### src/rtl/freelist_alloc_pkg.sv
// Shared sizes, tag/pointer types and a popcount helper for the R10K free list.
// FL_PTR carries one extra wrap bit above the array index.
package freelist_alloc_pkg;

  localparam int N                = 3;
  localparam int PHYS_REG_SZ_R10K = 64;
  localparam int ARCH_REG_SZ      = 32;
  localparam int FL_DEPTH         = PHYS_REG_SZ_R10K - ARCH_REG_SZ;
  localparam int PHYS_TAG_BITS    = $clog2(PHYS_REG_SZ_R10K);
  localparam int FL_IDX_BITS      = $clog2(FL_DEPTH);
  localparam int CNT_BITS         = $clog2(PHYS_REG_SZ_R10K + 1);
  localparam int RET_BITS         = $clog2(N + 1);

  typedef logic [PHYS_TAG_BITS-1:0]    PHYS_TAG;
  typedef logic [FL_IDX_BITS:0]        FL_PTR;
  typedef logic [PHYS_REG_SZ_R10K-1:0] ONEHOT_T;

  function automatic logic [RET_BITS-1:0] popcountN(input logic [N-1:0] v);
    popcountN = '0;
    for (int i = 0; i < N; i++) begin
      popcountN = popcountN + RET_BITS'(v[i]);
    end
  endfunction

endpackage

### src/rtl/freelist_alloc_if.sv
// Dispatch/retire/recovery bundle of the free list; master drives requests,
// slave is the allocator.
interface freelist_alloc_if;
  import freelist_alloc_pkg::*;

  logic [N-1:0]             alloc_req;
  ONEHOT_T [N-1:0]          granted_regs;
  logic [CNT_BITS-1:0]      free_slots_freelst;
  logic [N-1:0]             free_valid;
  PHYS_TAG [N-1:0]          free_tags;
  logic [RET_BITS-1:0]      retire_alloc_count;
  logic                     recover;

  modport master (
    output alloc_req, free_valid, free_tags, retire_alloc_count, recover,
    input  granted_regs, free_slots_freelst
  );

  modport slave (
    input  alloc_req, free_valid, free_tags, retire_alloc_count, recover,
    output granted_regs, free_slots_freelst
  );

endinterface

### src/rtl/freelist_alloc_onehot_encode_n.sv
// Turns N binary physical tags into N one-hot vectors; an invalid slot
// produces an all-zero vector.
module onehot_encode_n
  import freelist_alloc_pkg::*;
(
  input  logic [N-1:0]    valid_i,
  input  PHYS_TAG [N-1:0] tags_i,
  output ONEHOT_T [N-1:0] onehot_o
);

  always_comb begin
    for (int i = 0; i < N; i++) begin
      onehot_o[i] = valid_i[i] ? (ONEHOT_T'(1) << tags_i[i]) : '0;
    end
  end

endmodule

### src/rtl/freelist_alloc.sv
// R10K physical-register free list: circular tag array with allocate (head),
// free (tail) and committed (chead) pointers, rolled back to chead on recovery.
module freelist_alloc
  import freelist_alloc_pkg::*;
(
  input  logic            clock,
  input  logic            reset,
  freelist_alloc_if.slave bus
);

  if ((FL_DEPTH & (FL_DEPTH - 1)) != 0) begin : g_depth_check
    $error("freelist_alloc: FL_DEPTH must be a power of two");
  end

  PHYS_TAG                fl_q [FL_DEPTH];
  FL_PTR                  head_q, head_d;
  FL_PTR                  tail_q, tail_d;
  FL_PTR                  chead_q, chead_d;
  FL_PTR                  count_q, count_d;

  logic [RET_BITS-1:0]    rank [N];
  logic [FL_IDX_BITS-1:0] readIdx [N];
  logic [N-1:0]           grantValid;
  PHYS_TAG [N-1:0]        grantTag;
  FL_PTR                  reqCount;
  FL_PTR                  numGrant;

  logic [N-1:0]           writeEn;
  logic [FL_IDX_BITS-1:0] writeIdx [N];
  FL_PTR                  accepted;

  // Requests are compacted: a slot's rank is how many lower slots also request.
  always_comb begin
    grantValid = '0;
    grantTag   = '0;
    reqCount   = FL_PTR'(popcountN(bus.alloc_req));
    for (int i = 0; i < N; i++) begin
      rank[i]       = popcountN(bus.alloc_req & N'((1 << i) - 1));
      readIdx[i]    = head_q[FL_IDX_BITS-1:0] + FL_IDX_BITS'(rank[i]);
      grantTag[i]   = fl_q[readIdx[i]];
      grantValid[i] = reset && !bus.recover && bus.alloc_req[i]
                      && (FL_PTR'(rank[i]) < count_q);
    end
    if (bus.recover) begin
      numGrant = '0;
    end else begin
      numGrant = (reqCount < count_q) ? reqCount : count_q;
    end
  end

  // Frees beyond the remaining capacity are dropped so the count saturates.
  always_comb begin
    accepted = '0;
    writeEn  = '0;
    for (int j = 0; j < N; j++) begin
      writeIdx[j] = tail_q[FL_IDX_BITS-1:0] + accepted[FL_IDX_BITS-1:0];
      if (bus.free_valid[j] && ((count_q + accepted) < FL_PTR'(FL_DEPTH))) begin
        writeEn[j] = 1'b1;
        accepted   = accepted + FL_PTR'(1);
      end
    end
  end

  always_comb begin
    chead_d = chead_q + FL_PTR'(bus.retire_alloc_count);
    head_d  = bus.recover ? chead_d : (head_q + numGrant);
    tail_d  = tail_q + accepted;
    count_d = tail_d - head_d;
  end

  always_ff @(posedge clock or negedge reset) begin
    if (!reset) begin
      for (int k = 0; k < FL_DEPTH; k++) begin
        fl_q[k] <= PHYS_TAG'(ARCH_REG_SZ + k);
      end
      head_q  <= '0;
      chead_q <= '0;
      tail_q  <= FL_PTR'(FL_DEPTH);
      count_q <= FL_PTR'(FL_DEPTH);
    end else begin
      head_q  <= head_d;
      chead_q <= chead_d;
      tail_q  <= tail_d;
      count_q <= count_d;
      for (int j = 0; j < N; j++) begin
        if (writeEn[j]) begin
          fl_q[writeIdx[j]] <= bus.free_tags[j];
        end
      end
    end
  end

  onehot_encode_n u_encode (
    .valid_i  (grantValid),
    .tags_i   (grantTag),
    .onehot_o (bus.granted_regs)
  );

  assign bus.free_slots_freelst = CNT_BITS'(count_q);

  // Returning more tags than the list can hold means retire logic is broken.
  assert property (@(posedge clock) disable iff (!reset)
    (count_q + FL_PTR'(popcountN(bus.free_valid))) <= FL_PTR'(FL_DEPTH));

  for (genvar g = 0; g < N; g++) begin : g_tag0_check
    assert property (@(posedge clock) disable iff (!reset)
      !(bus.free_valid[g] && (bus.free_tags[g] == '0)));
  end

endmodule

### src/flat_wrapper.sv
// flat-port wrapper written by rule: the top's interface ports become plain ports
module freelist_alloc_flat import freelist_alloc_pkg::*;
  (clock, reset, bus_alloc_req, bus_free_valid, bus_free_tags, bus_retire_alloc_count, bus_recover, bus_granted_regs, bus_free_slots_freelst);
  freelist_alloc_if bus_i ();
  input  logic clock;
  input  logic reset;
  input wire logic [$bits(bus_i.alloc_req)-1:0] bus_alloc_req;
  input wire logic [$bits(bus_i.free_valid)-1:0] bus_free_valid;
  input wire logic [$bits(bus_i.free_tags)-1:0] bus_free_tags;
  input wire logic [$bits(bus_i.retire_alloc_count)-1:0] bus_retire_alloc_count;
  input wire logic [$bits(bus_i.recover)-1:0] bus_recover;
  output wire logic [$bits(bus_i.granted_regs)-1:0] bus_granted_regs;
  output wire logic [$bits(bus_i.free_slots_freelst)-1:0] bus_free_slots_freelst;
  assign bus_i.alloc_req = bus_alloc_req;
  assign bus_i.free_valid = bus_free_valid;
  assign bus_i.free_tags = bus_free_tags;
  assign bus_i.retire_alloc_count = bus_retire_alloc_count;
  assign bus_i.recover = bus_recover;
  assign bus_granted_regs = bus_i.granted_regs;
  assign bus_free_slots_freelst = bus_i.free_slots_freelst;
  freelist_alloc u_core (.clock(clock), .reset(reset), .bus(bus_i));
endmodule
### config.mk
export PLATFORM = sky130hd
export DESIGN_NAME = freelist_alloc_flat
export DESIGN_NICKNAME = d
export VERILOG_FILES = /design/src/rtl/freelist_alloc_pkg.sv /design/src/rtl/freelist_alloc_if.sv /design/src/rtl/freelist_alloc_onehot_encode_n.sv /design/src/rtl/freelist_alloc.sv /design/src/flat_wrapper.sv
export SDC_FILE = /design/constraint.sdc
export NUM_CORES = 1
export LEC_CHECK = 0
export BUFFER_PORTS_ARGS = -buffer_cell sky130_fd_sc_hd__buf_4
export CAP_MARGIN = 5
export CELL_PAD_IN_SITES_DETAIL_PLACEMENT = 0
export CELL_PAD_IN_SITES_GLOBAL_PLACEMENT = 1
export CORE_MARGIN = 2
export CORE_UTILIZATION = 40
export CTS_CLUSTER_DIAMETER = 80
export CTS_CLUSTER_SIZE = 12
export DETAILED_ROUTE_END_ITERATION = 8
export PLACE_DENSITY_LB_ADDON = 0.1
export SYNTH_ARGS = -nofsm -noshare
export SYNTH_HDL_FRONTEND = slang
export SYNTH_SLANG_ARGS = --single-unit
### constraint.sdc
create_clock -name clock -period 4.8 [get_ports clock]
set_input_delay 0.72 -clock clock [delete_from_list [all_inputs] [get_ports clock]]
set_output_delay 0.72 -clock clock [all_outputs]
set_load 0.02 [all_outputs]
-- Word level (Yosys, flattened, before mapping)
Index checks and enable logic that the tools add are counted.
- register bits after elaboration: 216
- output and inout port bits: 199
- input bits: 29
- bitwise logic cells: 6
- muxes and demuxes: 33
- order comparisons: 16
- reduce and logical (&&, ||, !) cells: 14
- add/sub/neg operators: 14
- shift-type cells: 3
- operators with widths (kind ; number):
    $bwmux W192 ; 3
    $mux W192 ; 3
    $mux W64 ; 3
    $shl A1 B6 Y64 const A ; 3
    $bmux W6 S5 ; 3
    $demux W6 S5 ; 3
    $mux W6 ; 14
    $ge A6 B6 Y1 const B ; 6
    $not A5 Y6 ; 6
    $add A6 B6 Y6 ; 4
    $lt A6 B1 Y1 const B ; 3
    $lt A6 B6 Y1 const B ; 3
    $logic_and A1 B1 Y1 ; 13
    $add A6 B1 Y6 const B ; 2
    $lt A2 B6 Y1 ; 2
    $add A5 B5 Y5 ; 2
    $add A6 B2 Y6 ; 1
    $lt A1 B6 Y1 ; 1
    $lt A1 B6 Y1 const A ; 1
    $sub A6 B6 Y6 ; 1
    $add A5 B1 Y5 ; 1
    $add A5 B2 Y5 ; 1
    $mux W1 ; 4
    $add A1 B1 Y2 ; 1
    2 further kinds ; 2

-- Longest topological paths before layout
- depth in word-level cells: 15
- gate-level depth with buffers: 19
- gate-level depth less buffers: 18

-- Cells and area by module
From an unflattened synthesis, not the netlist that was laid out.
- cells, all modules: 1842
- area, all modules: 20233.2 µm²
- modules (own cells, without submodules) (module ; area an instance (µm²) ; times used ; cells each ; seq. area each (µm²)):
    freelist_alloc ; 18677.9 ; 1 ; 1542 ; 5547.8
    onehot_encode_n ; 1555.2 ; 1 ; 300 ; 0.0

-- Least setup slack after synthesis
No wires, ideal clock.
- path type: in2out
- from: input bus_alloc_req[0]
- to: output bus_granted_regs[156]
- stages: 12
- data arrival time: 4.258 ns
- required time: 4.080 ns
- path buffers: 4
- path slack: -0.178 ns
- cells stage by stage: ha_1 -> ha_1 -> fa_1 -> buf_2 -> buf_2 -> buf_2 -> mux4_2 -> mux4_2 -> mux2i_2 -> nand2_2 -> buf_2 -> nor3_1
- word-level cells in the longest chain between the ends: 8
- RTL lines (element ; RTL line ; text):
    start: declaration ; flat_wrapper.sv:7 ; input wire logic [$bits(bus_i.alloc_req)-1:0] bus_alloc_req;
    $add A1 B1 Y2 (*) ; freelist_alloc_pkg.sv:21 ; popcountN = popcountN + RET_BITS'(v[i]);
    $add A5 B2 Y5 ; freelist_alloc.sv:39 ; readIdx[i] = head_q[FL_IDX_BITS-1:0] + FL_IDX_BITS'(rank[i]);
    $not A5 Y6 (implied by the code) ; freelist_alloc.sv:40 ; grantTag[i] = fl_q[readIdx[i]];
    $bmux W6 S5 ; freelist_alloc.sv:40 ;
    $mux W6 (implied by the code) (2 in series) ; freelist_alloc.sv:40 ;
    $shl A1 B6 Y64 ; freelist_alloc_onehot_encode_n.sv:13 ; onehot_o[i] = valid_i[i] ? (ONEHOT_T'(1) << tags_i[i]) : '0;
    $mux W64 (*) ; freelist_alloc_onehot_encode_n.sv:13 ;
    end: declaration ; flat_wrapper.sv:12 ; output wire logic [$bits(bus_i.granted_regs)-1:0] bus_granted_regs;
Every way passes the cells marked *; elsewhere a longest branch is shown, timed or not. The select of a mux whose other input is x is not followed.

-- Final worst setup path
- from: input bus_alloc_req[0]
- to: output bus_granted_regs[159]
Same word-level chain as after synthesis.

==> summary.txt <==
Status
  • Status: complete, but fails checks
  • Failing checks: negative setup slack

Synth
  • Register area share after synthesis: 27.3%
  • Syn Area/Cell: 10.4 sq um
  • Yosys warnings: 0
  • Syn Inst Count: 1950
  • FF+latch count, synth: roughly 220
  • Synth Flop Type: dfstp_2
  • Synth Cell Area: 0.0203 sq mm
  • Fraction of registers with async set/reset: 100%
  • Netlist cell types: between 70 and 80
  • EDFF count, synth: 0

Setup path
  • Slowest cell on the critical path: fa_2
  • Worst path arrival time: approximately 4.1 ns
  • Setup slack, reg-to-reg: 0.58 ns
  • Startpoint types: input port
  • Crit path max fanout: 8
  • Register-to-Register Path Depth: 16
  • Max incr delay on CP: 0.60 ns
  • Reg-to-reg critical path endpoint: u_core.count_q[5]
  • Crit-path most repeated cell: ha_4
  • CP endpoint kind: output port
  • Worst r2r src: u_core.count_q[4]
  • Worst EP required: roughly 4.1 ns
  • Crit Path Class: input port to output port
  • Crit-path cells: buf_6 -> ha_4 -> ha_4 -> fa_2 -> buf_12 -> mux4_2 -> mux2_4 -> nor4_1 -> and4bb_2 -> or3_4 -> clkbuf_16 -> nor3_2 -> buf_4

Clocking
  • Max Buffers Root-to-Sink: 3
  • Worst skew pair latency: around 0.53 ns
  • Clock slew at reported path FFs: about 0.070 ns
  • Clk root buf: clkbuf_16
  • CTS tree: built
  • # H-tree levels: 1
  • CTS Buf Count: 22
  • Clk sink count: 216

STA
  • Post-layout min period: 4.82 ns
  • Achievable Freq: around 210 MHz
  • Final Hold Viols: 0
  • Final Max Slew Viols: 0
  • Total negative setup slack: -0.0545 ns
  • RSZ-0062 raised after global routing: true
  • Setup Viol. Count Final: 5
  • Worst-margin pin slew: 0.945 ns
  • Setup ws final: -0.0197 ns
  • Final clock skew: 0.00875 ns
  • Worst relative slew slack: ~37%
  • Final Cycle Share: 100%

Route
  • Mean routed wirelength per cell: 29.1 um
  • DRC: 0
  • Final wirelength: a little over 80 mm
  • Vias/cell: 6.19
  • Via Count: 17628
  • 1st-pass router iterations: 6
  • Initial DRC Count: 1462
  • Post-route antenna net violation count: 0

Placed design
  • Gpl congestion: between 0.9 and 1
  • Port bufs: about 230
  • Post-DP HPWL: around 59 mm
  • Place WS: -0.233 ns

Floorplanning
  • Initial Util: between 40% and 50%
  • Die width: between 200 and 250 um
  • DIE HEIGHT: 230 um
  • Full die area: between 0.05 and 0.06 sq mm
  • Core area: 0.0502 sq mm
  • Site Rows: 82
  • I/O pin count: 228

Finish
  • Share of post-route cells with drive strength above 1: a little over half
  • Finished Core Util: 49.3%
  • Commonest non-fill, non-tap cells in the layout: mux2_2 (369), buf_4 (295), nor2_1 (219)
  • Leading cell type in the layout, fill and taps excluded: mux2_2
  • Nets: 2222
  • Synth-to-Final Area Change: 21.5%

Power and ir drop
  • Register share of total power: roughly 20%
  • Comb pwr share: between 70% and 80%
  • Net Switching: around 11000 uW
  • Clock Power Share: approximately 7.8%
  • Sw frac: 48.2%
  • Static leakage: 0.00993 uW
  • Peak VDD IR: 0.000810 V
  • Pint: 11300 uW
  • PwrDens: 885 mW/mm^2

Global route
  • GR Util All Layers: 30.7%
  • Global route total overflow: 0
  • Number of global-route vias before repair: 17393
  • Gr busiest metal: met2
  • Met1 Use GR: 40.6%
  • GR Util met2: 49.7%
  • Pin count of the biggest net entering global routing: just over 60
  • M3 GR Usage: between 5 and 6%
  • Initial antenna violation count: 0
  • First-pass GRT wire length: 120 mm

Worst hold path
  • Hold path endpoint: u_core.chead_q[0]
  • Hold path cells: 2
  • Min-Delay Startpoint: bus_retire_alloc_count[0]
  • Hold Path Class: input port to flop

Flow run
  • Max Cap Viol: 0
## sequential cells by signal (all words and copies together), names as in the netlist
name and flops:
u_core.fl_q 192, u_core.chead_q 6, u_core.head_q 6, u_core.tail_q 6
u_core.count_q 6
## critical path, delay by kind of cell
kind | cells | cell delay (ns)
and+or+nand+nor | 4 | 0.97
muxes | 2 | 0.77
adders and majority gates | 3 | 1.00
buffers and inverters | 4 | 0.62
## how the worst max path moves through the flow
stage | from | end | cells past startpoint
6_report | bus_alloc_req[0] | bus_granted_regs[159] | 13
5_1_grt | u_core.head_q[0] | bus_granted_regs[141] | 11
4_1_cts | u_core.head_q[0] | bus_granted_regs[133] | 11
3_5_place_dp | bus_alloc_req[0] | bus_granted_regs[133] | 13
3_3_place_gp | bus_alloc_req[0] | bus_granted_regs[129] | 13
2_1_floorplan | bus_alloc_req[0] | bus_granted_regs[144] | 10
## cells by family (layout without fill, tap and decap cells)
| kind of cell | count (synthesis) | count (layout) | share of synthesized area [%] |
|---|---|---|---|
| buffers and inverters | 184 | 405 | 3.99 |
| adders and majority gates | 35 | 35 | 2.37 |
| muxes | 673 | 673 | 45.3 |
| AOI/OAI and AO/OA | 182 | 182 | 5.38 |
| DFF | 216 | 216 | 27.3 |
| xor gates and xnor gates | 29 | 29 | 1.36 |
| other | 1 | 5 | 0.0184 |
| and+or+nand+nor | 630 | 630 | 14.3 |
## cell type report
cell class | count | area, sq um
Clock inverter | 1 | 5.00
Multi-Input combinational cell | 1553 | 14600
Inverter | 19 | 71.3
Fill cell | 4604 | 25500
Timing Repair Buffer | 346 | 3020
Antenna cell | 1 | 2.50
Sequential cell | 216 | 5550
Clock buffer | 39 | 666
Tap cell | 672 | 841
## per-stage QoR
stage | cells | area [sq um] | hold slack, ns | total power [uW]
finish | 2847 | 24700 | 0.436 | 21900
floorplan | 1953 | 20500 | 0.424 | 13300
CTS | 2843 | 24200 | 0.406 | 20900
global route | 2846 | 24700 | 0.450 | 23000
detailed placement | 2798 | 23400 | 0.454 | 18900
global placement | 2798 | 23400 | 0.449 | 18700
## timing repair
action / in CTS / in global routing
gates cloned: 1 / 3
resized for setup: 15 / 90
endpoints found under the setup margin: 64 / 89
setup buffers: 3 / 2
pin swaps: 2 / 22
hold buffers: 1 / 0
endpoints found under the hold margin: 5 / 0
## power groups by stage
stage	clock, uW	combinational, uW	sequential [uW]
floorplan	0	9670	3680
global placement	0	14400	4280
detailed placement	0	14600	4330
CTS	1760	14900	4300
global route	1830	16700	4470
finish	1710	15800	4380
## synthesized netlist by cell type (37+ instances only)
master,instances,area (sq um)
nor2_1,220,826
mux2i_1,135,1350
mux4_2,159,3580
dfrtp_1,102,2550
nand3_1,37,185
nor3_1,87,435
nand2_1,161,604
dfstp_2,114,3000
mux2_2,371,4180
clkbuf_1,116,435
o21ai_0,58,290
a21oi_1,62,310
## layer usage
metal  up-vias  routed length (um)  part of all wire, %
met5         -                   0                    0
li1       7619                   -                    -
met1      8920               34100                   41
met3       185                6960                  8.4
met2       904               38100                   46
met4         0                3560                  4.3
Note: power is estimated with default switching activity, not from simulation.
